**config.mk**
```make
export PLATFORM = sky130hd
export DESIGN_NAME = hazard_controller
export DESIGN_NICKNAME = d
export VERILOG_FILES = /design/src/rtl/hazard_controller.sv
export SDC_FILE = /design/constraint.sdc
export NUM_CORES = 1
export LEC_CHECK = 0
export CAP_MARGIN = 5
export CORE_ASPECT_RATIO = 1.2
export CORE_MARGIN = 2
export CORE_UTILIZATION = 40
export DETAILED_ROUTE_END_ITERATION = 16
export GPL_TIMING_DRIVEN = 0
export PLACE_DENSITY = 0.68
export SLEW_MARGIN = 20
export SYNTH_ARGS = -nofsm -noshare
export SYNTH_HDL_FRONTEND = slang
export SYNTH_SLANG_ARGS = --single-unit
export TNS_END_PERCENT = 100
```
**constraint.sdc**
```tcl
create_clock -name clk -period 4.9 [get_ports clk]
set_clock_uncertainty 0.1 [all_clocks]
set_input_delay 0.98 -clock clk [delete_from_list [all_inputs] [get_ports clk]]
set_output_delay 0.98 -clock clk [all_outputs]
set_load 0.02 [all_outputs]
```
**src/rtl/hazard_controller.sv**
```systemverilog
// Stall/flush sequencer for the 5-stage RV32I pipeline: load-use, taken-branch and
// multi-cycle data-memory hazards, plus a memory-timeout watchdog and perf counters.
module hazard_controller #(
    parameter int unsigned REG_ADDR_W  = 5,
    parameter int unsigned CNT_W       = 32,
    parameter int unsigned MEM_TIMEOUT = 16
) (
    input  logic                  clk,
    input  logic                  reset,
    input  logic                  id_valid,
    input  logic [REG_ADDR_W-1:0] id_rs1,
    input  logic [REG_ADDR_W-1:0] id_rs2,
    input  logic                  id_uses_rs2,
    input  logic [REG_ADDR_W-1:0] ex_rd,
    input  logic                  ex_mem_read,
    input  logic                  ex_branch_taken,
    input  logic                  mem_req,
    input  logic                  mem_ready,
    output logic                  pc_write,
    output logic                  if_id_write,
    output logic                  if_id_flush,
    output logic                  id_ex_write,
    output logic                  id_ex_flush,
    output logic                  ex_mem_write,
    output logic                  mem_wb_flush,
    output logic                  mem_err,
    output logic [1:0]            state,
    output logic [CNT_W-1:0]      stall_cycles,
    output logic [CNT_W-1:0]      flush_count
);

    localparam int unsigned           WAIT_W     = $clog2(MEM_TIMEOUT + 1);
    localparam logic [WAIT_W-1:0]     WAIT_LIMIT = WAIT_W'(MEM_TIMEOUT);

    typedef enum logic [1:0] {
        RUN      = 2'd0,
        MEM_WAIT = 2'd1,
        LU_STALL = 2'd2,
        HALT     = 2'd3
    } state_e;

    state_e            state_q, state_d;
    logic [WAIT_W-1:0] wait_q, wait_d;
    logic              mem_err_q, mem_err_d;
    logic [CNT_W-1:0]  stall_q, flush_q;
    logic              flush_evt, stall_evt;
    logic              mem_hazard, lu_hazard;

    assign mem_hazard = mem_req & ~mem_ready;
    assign lu_hazard  = id_valid & ex_mem_read & (ex_rd != '0) &
                        ((ex_rd == id_rs1) | (id_uses_rs2 & (ex_rd == id_rs2)));

    always_comb begin
        pc_write     = 1'b1;
        if_id_write  = 1'b1;
        if_id_flush  = 1'b0;
        id_ex_write  = 1'b1;
        id_ex_flush  = 1'b0;
        ex_mem_write = 1'b1;
        mem_wb_flush = 1'b0;
        state_d      = state_q;
        wait_d       = wait_q;
        mem_err_d    = mem_err_q;
        flush_evt    = 1'b0;
        // Outputs stay at their defaults for the whole reset cycle.
        if (!reset) begin
            case (state_q)
                RUN, LU_STALL: begin
                    if (mem_hazard) begin
                        pc_write     = 1'b0;
                        if_id_write  = 1'b0;
                        id_ex_write  = 1'b0;
                        ex_mem_write = 1'b0;
                        mem_wb_flush = 1'b1;
                        state_d      = MEM_WAIT;
                        wait_d       = WAIT_W'(1);
                    end else if (ex_branch_taken) begin
                        if_id_flush = 1'b1;
                        id_ex_flush = 1'b1;
                        flush_evt   = 1'b1;
                        state_d     = RUN;
                    end else if (lu_hazard && state_q == RUN) begin
                        pc_write    = 1'b0;
                        if_id_write = 1'b0;
                        id_ex_flush = 1'b1;
                        state_d     = LU_STALL;
                    end else begin
                        state_d = RUN;
                    end
                end
                MEM_WAIT: begin
                    if (!mem_ready) begin
                        pc_write     = 1'b0;
                        if_id_write  = 1'b0;
                        id_ex_write  = 1'b0;
                        ex_mem_write = 1'b0;
                        mem_wb_flush = 1'b1;
                        if (wait_q >= WAIT_LIMIT) begin
                            state_d   = HALT;
                            mem_err_d = 1'b1;
                        end else begin
                            wait_d = wait_q + WAIT_W'(1);
                        end
                    end else begin
                        state_d = RUN;
                        wait_d  = '0;
                        if (ex_branch_taken) begin
                            if_id_flush = 1'b1;
                            id_ex_flush = 1'b1;
                            flush_evt   = 1'b1;
                        end
                    end
                end
                default: begin
                    pc_write     = 1'b0;
                    if_id_write  = 1'b0;
                    id_ex_write  = 1'b0;
                    ex_mem_write = 1'b0;
                    id_ex_flush  = 1'b1;
                    mem_wb_flush = 1'b1;
                end
            endcase
        end
    end

    assign stall_evt = (state_q != HALT) && !pc_write;

    always_ff @(posedge clk) begin
        if (reset) begin
            state_q   <= RUN;
            wait_q    <= '0;
            mem_err_q <= 1'b0;
            stall_q   <= '0;
            flush_q   <= '0;
        end else begin
            state_q   <= state_d;
            wait_q    <= wait_d;
            mem_err_q <= mem_err_d;
            if (stall_evt && stall_q != '1) begin
                stall_q <= stall_q + CNT_W'(1);
            end
            if (flush_evt && flush_q != '1) begin
                flush_q <= flush_q + CNT_W'(1);
            end
        end
    end

    assign mem_err      = mem_err_q;
    assign state        = state_q;
    assign stall_cycles = stall_q;
    assign flush_count  = flush_q;

endmodule

```
After elaboration in Yosys (flattened, before gate mapping)
Index checks and enable logic that the tools add are counted.
W data, S select, Z words.
{ "totals": {"word_cells": 71, "reg_bits": 72} }
{ "classes": {"n_bitwise": 7, "order_cmp": 1, "n_mux": 33, "n_eq_ne": 10, "n_addsub": 3, "reduce_logical": 12} }
{ "ops": {"columns": ["op", "n"], "rows": [
  ["$add A32 B1 Y32 const B", 2],
  ["$ne A32 B32 Y1 const B", 2],
  ["$mux W1", 18],
  ["$mux W5", 3],
  ["$eq A5 B5 Y1", 2],
  ["$mux W2", 5],
  ["$pmux W1 S2", 5],
  ["$pmux W5 S2", 1],
  ["$ne A3 B3 Y1 const B", 2],
  ["$reduce_and A3 Y1", 2],
  ["$add A5 B1 Y5 const B", 1],
  ["$and A1 B1 Y1", 5],
  ["$ge A5 B5 Y1 const B", 1],
  ["$reduce_bool A5 Y1", 1],
  ["$logic_and A1 B1 Y1", 4],
  ["$ne A2 B2 Y1 const B", 2],
  ["$pmux W2 S2", 1],
  ["$eq A2 B1 Y1 const B", 1],
  ["$eq A2 B2 Y1 const B", 1],
  ["$logic_not A2 Y1", 1],
  ["$reduce_and A2 Y1", 1],
  ["$reduce_bool A2 Y1", 1],
  ["$reduce_or A2 Y1", 1],
  ["$logic_not A1 Y1", 1],
  ["other kinds (2)", 2]
]} }

Longest topological paths before layout
Gate-level depths: netlist (run 1).
{ "depth": {"depth_word": 13, "mapped_depth": 9, "depth_no_buf": 7} }

Worst setup path before layout (run 1)
OpenSTA, ideal clock, no wires.
{ "synth_path": {"kind": "input port to output port", "start": "in ex_rd[1]", "end": "out pc_write", "setup_slack_ns": 1.498, "arrival_ns": 2.322, "required_time_ns": 3.820, "stages": 6, "cell_sequence": "or4_1 o21ai_1 or3_1 nor2_1 nor2_1 buf_4"} }
{ "synth_via": {"elab_chain_cells": 10, "elab_cells_between_ends": 13, "classes_between": "eq/ne (2); mux (5); bitwise (4); reduce/logical (2)"} }
{ "synth_rtl": {"columns": ["item", "line_no", "rtl"], "rows": [
  ["start, declared", "14", "input logic [REG_ADDR_W-1:0] ex_rd,"],
  ["$eq A5 B5 Y1", "51", "((ex_rd == id_rs1) | (id_uses_rs2 & (ex_rd == id_rs2)));"],
  ["$and A1 B1 Y1", "51", null],
  ["$or A1 B1 Y1", "51", null],
  ["$and A1 B1 Y1 *", "50", "assign lu_hazard = id_valid & ex_mem_read & (ex_rd != '0) &"],
  ["$logic_and A1 B1 Y1 *", "82", "end else if (lu_hazard && state_q == RUN) begin"],
  ["$mux W1 * (3 in series)", null, null],
  ["$pmux W1 S2 *", null, null],
  ["$mux W1 *", null, null],
  ["end, declared", "19", "output logic pc_write,"]
]} }
Every way passes the cells marked *; elsewhere a longest branch is shown, timed or not.

Worst setup path in the final report (run 1)
{ "layout_path": {"start": "in ex_rd[3]", "end": "out id_ex_flush"} }
{ "layout_via": {"elab_chain_cells": 10, "elab_cells_between_ends": 13, "classes_between": "eq/ne (2); mux (5); bitwise (4); reduce/logical (2)"} }
{ "layout_rtl": {"columns": ["item", "line_no", "rtl"], "rows": [
  ["$eq A5 B5 Y1", "51", null],
  ["$and A1 B1 Y1", "51", null],
  ["$or A1 B1 Y1", "51", null],
  ["$and A1 B1 Y1 *", "50", null],
  ["$logic_and A1 B1 Y1 *", "82", null],
  ["$mux W1 *", "82", null],
  ["$mux W1 *", "77", "end else if (ex_branch_taken) begin"],
  ["$mux W1 *", "69", "if (mem_hazard) begin"],
  ["$pmux W1 S2 *", "67", "case (state_q)"],
  ["$mux W1 *", "66", "if (!reset) begin"],
  ["end, declared", "23", "output logic id_ex_flush,"]
]} }
Marks and branches as above.

==> metrics, run 1 <==
status complete, no violations; Synth Warn # 0; worst r2r src stall_cycles[2]; distinct cell type count after synthesis 49; GRT Total Usage 0.198; Die Y approximately 110 microns; biggest area consumer among synthesized cells dfxtp_1; clock network power share 0.484; most frequent cell after synthesis nor2_1; Inserted Clock Buffers 9; number of enable flip-flop cells after synthesis 0; 1st-iter DRT viols roughly 130; most used routing layer met2; unrepaired setup endpoints after global routing no; worst-path fanout max 3; Yosys top cell area share 0.385; Final Power 0.00131 W; remaining routing DRC violations 0; Post-synth top cells nor2_1 (77), dfxtp_1 (72), xnor2_1 (34), nand3_1 (32), xor2_1 (24); Post-Syn Nets 482; ANT nets after route 0; Port Buf Inserts 95; drt first pass iters 6; Hold Path Class flip-flop to flip-flop; layout cells sized above 1 0.0670; Core Footprint 9080 sq um; post-route minimum period between 4 and 5 ns; vias 3653; worst vdd ir around 0.14 mV; fmax 223 MHz; WS Path Type primary input to output port; Worst-Skew Late Latency 0.35 ns; Final setup viols 0; H-Tree Depth 3; ratio of final minimum period to clock period 0.916; boundary pin count 97; Slew Limit Fails 0; reg2reg path depth 8; Remaining Overflow, GRT 0; layout overhead on the synthesized area 36.6%; Setup crit end kind output port; Hold Crit Depth 2; Int Power 0.00103 W; root buf cell clkbuf_8; Post-Layout Cell Count 687; R2R Setup Slk approximately 2.4 ns; routed len/inst ~14 microns; combinational share of power 0.062; Max Cap Violations 0; Synth Flop Type dfxtp_1; CTS tree done; Hold Fails Final Rpt 0; Synth area leaders dfxtp_1 (38%), xnor2_1 (7.9%), nor2_1 (7.7%), xor2_1 (5.6%), nand3_1 (4.3%); row cnt 38; initial antenna violation count 0; largest net degree at the start of global routing 13; Final Util 0.563; Setup Buffers After CTS 0; switching power 0.000276 W; Final HPWL DP just over 7000 microns; Critical Path RT 3.82 ns; Leakage 1.65 nW; asr flop ratio synth 0; Initial Util 0.413; Seq pwr share 0.453; r2r endpoint stall_cycles[7]; Worst Hold Launch mem_err; WHS Endpoint mem_err; Num Clock Sinks 72; first-pass GRT wire length between 15000 and 20000 microns; slowest stage cell, crit path clkdlybuf4s50_1; cell mode on critical path clkdlybuf4s50_1; Worst path max stage delay 0.63 ns; Ant. Diodes 0; post-synthesis sequential area ratio 0.385; Worst Path Arrival 3.41 ns; Post-Syn Area per Cell roughly 8 sq um; Yosys reg bits just over 70; nets 588; crit-path cells clkdlybuf4s50_1 -> xor2_1 -> nor4_1 -> a32oi_1 -> or3_1 -> a31oi_1 -> clkdlybuf4s50_1; worst slew pin tran roughly 0.67 ns; CTS resizes 0; Synth Cell Area 3750 sq um; met3 GRT Util 0.0455; number of global-route vias before repair 3467; vias per cell roughly 5.3; Mapped Cells 456; Inst Count DP around 670; final RePlAce weighted congestion between 0.8 and 0.9; Startpoint Class primary input; CTS hold repair buffers 0; Detailed Route WL 9910 microns; Worst-path clk slew 0.07 ns; Longest Clk Path Bufs 2; setup_tns 0 ns; met1 Use GR 0.233; met2 Use GR 0.349; Pwr per Cell Area 255 nW/um^2; die area 10200 sq um; Die Span X 92.3 microns; Net Sw Frac 0.211; Slew Limit Headroom 0.551
## power groups by stage
| stage | registers, W | clock network, W | logic (W) |
|---|---|---|---|
| after floorplan | 0.000608 | 0 | 0.0000378 |
| after global placement | 0.000606 | 0 | 0.0000804 |
| after detailed placement | 0.000606 | 0 | 0.0000818 |
| after CTS | 0.000592 | 0.000639 | 0.0000821 |
| after global routing | 0.000592 | 0.000662 | 0.0000883 |
| final | 0.000592 | 0.000632 | 0.0000815 |
## state kept, by name, indices dropped and copies added (netlist names)
name and flops:
flush_count 32, stall_cycles 32, wait_q 5, state 2, mem_err 1
## metal layers
layer  vias to the layer above  part of all wire
li1                       1816                 -
met1                      1723              0.45
met2                        97              0.49
met3                        17             0.050
met4                         0             0.015
met5                         -                 0
## layout make-up
class	count	area, sq um
fill	827	3970
multi-input combinational	352	2170
sequential	72	1440
timing repair buffer	95	951
tap	120	150
clock buffer	11	141
clock inverter	5	128
buffer	22	101
inverter	10	37.5
## cells by family after synthesis
kind of cell             count (synthesis)  synth area share
AND/OR/NAND/NOR                        236             0.343
multiplexers                             1           0.00267
flip-flops                              72             0.385
XOR/XNOR                                58             0.136
buffers and inverters                   32            0.0371
AO/OA/AOI/OAI                           54            0.0868
adder cells (fa/ha/maj)                  3            0.0100
## stage by stage
stage,area (sq um),setup WS [ns],hold slack [ns]
final,5120,0.410,0.377
after global routing,5120,0.404,0.420
after CTS,5120,0.432,0.385
after detailed placement,4850,0.445,0.367
after global placement,4850,0.528,0.368
after floorplan,3750,1.50,0.352
## worst max-delay path: cells and delay by family
kind                      cells  cell delay [ns]
AOI/OAI and AO/OA             2             0.37
buffers and inverters         2             1.10
and+or+nand+nor               2             0.77
xor gates and xnor gates      1             0.19
## layout by cell type (no fill, tap or decap), drive strengths merged, types with 2 or more instances in the layout
master	count
dfxtp	72
or4	4
nand4	19
nand3b	2
xor2	24
and4	8
nor3	15
clkbuf	22
nand2b	2
bufinv	4
a31oi	3
ha	3
or3	17
buf	11
a21oi	19
nand3	33
xnor2	34
nor2b	7
or2	3
nor4	13
inv	10
and3	7
o31ai	2
and2	4
o21ai	23
nor2	77
and4bb	2
clkdlybuf4s50	95
nand2	20
## worst max-delay path by stage
| stage | cells after the start | slack [ns] | from | end |
|---|---|---|---|---|
| 6_report | 7 | 0.41 | ex_rd[3] | id_ex_flush |
| 5_1_grt | 7 | 0.40 | ex_rd[0] | id_ex_flush |
| 4_1_cts | 7 | 0.43 | ex_rd[0] | id_ex_flush |
| 3_5_place_dp | 7 | 0.45 | ex_rd[0] | id_ex_flush |
| 3_3_place_gp | 7 | 0.53 | ex_rd[3] | id_ex_flush |
| 2_1_floorplan | 6 | 1.50 | ex_rd[1] | pc_write |
(Power assumes the default switching activity.)
==> inputs of run 2 (changes only) <==
--- a/config.mk
+++ b/config.mk
@@ -11,7 +11,7 @@
 export CORE_UTILIZATION = 40
 export DETAILED_ROUTE_END_ITERATION = 16
 export GPL_TIMING_DRIVEN = 0
-export PLACE_DENSITY = 0.68
+export PLACE_DENSITY = 0.7
 export SLEW_MARGIN = 20
 export SYNTH_ARGS = -nofsm -noshare
 export SYNTH_HDL_FRONTEND = slang
==> constraint.sdc (replaced) <==
create_clock -name clk -period 3.85 [get_ports clk]
set_clock_uncertainty 0.1 [all_clocks]
set_input_delay 0.77 -clock clk [delete_from_list [all_inputs] [get_ports clk]]
set_output_delay 0.77 -clock clk [all_outputs]
set_load 0.02 [all_outputs]
==> metrics, run 2 (synthesized netlist as in run 1, its figures left out) <==
largest net degree at the start of global routing 13; met3 GRT Util 0.0286; Inserted Clock Buffers 9; Hold Path Class flip-flop to flip-flop; remaining routing DRC violations 0; Slew Limit Fails 0; first-pass GRT wire length 16800 microns; clock network power share 0.482; Core Footprint 9080 sq um; root buf cell clkbuf_8; Max Cap Violations 0; GRT Total Usage 0.203; Port Buf Inserts 95; Startpoint Class primary input; vias 3646; initial antenna violation count 0; layout cells sized above 1 0.0670; Worst-path clk slew 0.08 ns; CTS tree done; unrepaired setup endpoints after global routing no; Net Sw Frac 0.207; Die Y 110 microns; worst vdd ir 0.197 mV; fmax between 200 and 300 MHz; Detailed Route WL 9960 microns; combinational share of power 0.062; worst-path fanout max 3; post-route minimum period 3.69 ns; final hold slack 0.391 ns; H-Tree Depth 3; ANT nets after route 0; total of fill cells in the finished design 831; Seq pwr share 0.456; final RePlAce weighted congestion 0.879; ratio of final minimum period to clock period 0.959; nets 588; WS Path Type primary input to output port; Final Util 0.563; Slew Limit Headroom 0.537; slowest stage cell, crit path clkdlybuf4s50_1; met1 Use GR 0.251; Longest Clk Path Bufs 2; Worst Path Arrival between 2 and 3 ns; vias per cell 5.31; CP top delay family buffers and inverters; Post-Layout Cell Count 687; Die Span X ~92 microns; Critical Path RT 2.98 ns; Ant. Diodes 0; Remaining Overflow, GRT 0; Final setup viols 0; die area 10200 sq um; Worst path max stage delay 0.48 ns; 1st-iter DRT viols between 150 and 200; most common cell after layout, fill and taps aside clkdlybuf4s50_1; number of global-route vias before repair 3603; Inst Count DP about 670; Int Power 0.00131 W; switching power ~0.00034 W; Pwr per Cell Area roughly 320 nW/um^2; layout overhead on the synthesized area 36.6%; Setup crit end kind output port; Layout Cell Area excl Fill 5120 sq um; Leakage roughly 1.6 nW; commonest non-fill, non-tap cells in the layout clkdlybuf4s50_1 (92), nor2_1 (77), dfxtp_1 (72), xnor2_1 (34), nand3_1 (32); Hold Fails Final Rpt 0; worst slew pin tran 0.689 ns; status complete, no violations; Final HPWL DP 7380 microns; met2 Use GR 0.358; buffers plus inverters on the worst setup path 2; Worst-Skew Late Latency 0.34 ns; Setup WS pre-CTS -0.127 ns; Num Clock Sinks 72; routed len/inst 14.5 microns; row cnt 38; boundary pin count just under 100; Placed Area slightly below 5000 sq um; Initial Util 0.413; drt first pass iters 4; most used routing layer met2; R2R Setup Slk 1.29 ns; crit-path cells clkdlybuf4s50_1 -> xor2_1 -> nor4_1 -> a32oi_1 -> or3_1 -> a31oi_1 -> dlygate4sd2_1; setup ws final 0.158 ns
==> run 2: cell types whose count changed in the layout (fill, tap and decap cells not counted), sizes merged <==
cell           change
dlygate4sd2        +2
clkdlybuf4s50      -3
dlymetal6s2s       +1
==> run 2: repair_timing <==
action / CTS / global route
gates resized for setup: 2 / 1
setup endpoints to repair: 2 / 1
buffers inserted: 0 / 0
hold buffers: 0 / 0
==> run 2: worst reg2reg max path, delay by kind of cell, from the launching register on <==
family	cells	cell delay, ns
xor+xnor	1	0.17
simple gates	6	1.37
buf+inv	1	0.35
flops	1	0.45
==> run 2: through the flow <==
stage | total power, W | TNS, ns
5_1_grt | 0.00171 | 0
4_1_cts | 0.00166 | 0
2_1_floorplan | 0.000821 | 0
3_3_place_gp | 0.000873 | -0.106
3_5_place_dp | 0.000875 | -0.144
6_report | 0.00165 | 0
==> run 2: final cells by class <==
cell class | instances | area (sq um) | share of cell area
inverter | 10 | 37.5 | 0.00734
clock inverter | 5 | 128 | 0.0249
tap | 120 | 150 | 0.0293
sequential | 72 | 1440 | 0.282
multi-input combinational | 352 | 2170 | 0.423
clock buffer | 11 | 141 | 0.0276
timing repair buffer | 95 | 951 | 0.186
buffer | 22 | 101 | 0.0198
==> run 2: power groups by stage <==
stage / Clock [W] / Combinational, W / Sequential [W]
6_report: 0.000797 / 0.000103 / 0.000753
3_5_place_dp: 0 / 0.000104 / 0.000771
4_1_cts: 0.000806 / 0.000104 / 0.000753
3_3_place_gp: 0 / 0.000102 / 0.000771
5_1_grt: 0.000843 / 0.000113 / 0.000754
2_1_floorplan: 0 / 0.0000481 / 0.000773
==> run 2: routing by layer <==
metal  vias up  wire length (microns)
li1       1818                      -
met1      1735                   4410
met2        87                   5150
met3         6                    325
met4         0                     72
met5         -                      0
==> run 2: worst paths after layout <==
kind / startpoint / end / cells past startpoint
min: mem_err / mem_err / 2
max: ex_rd[3] / id_ex_flush / 7
min reg2reg: mem_err / mem_err / 2
max reg2reg: stall_cycles[24] / stall_cycles[7] / 8
==> inputs of run 3 (changes only) <==
--- a/config.mk
+++ b/config.mk
@@ -11,6 +11,7 @@
 export CORE_UTILIZATION = 40
 export DETAILED_ROUTE_END_ITERATION = 16
 export GPL_TIMING_DRIVEN = 0
+export HOLD_SLACK_MARGIN = 0.1
 export PLACE_DENSITY = 0.7
 export SLEW_MARGIN = 20
 export SYNTH_ARGS = -nofsm -noshare
==> results of run 3 <==
The final DEF is identical to that of run 2; final timing and power are the same.
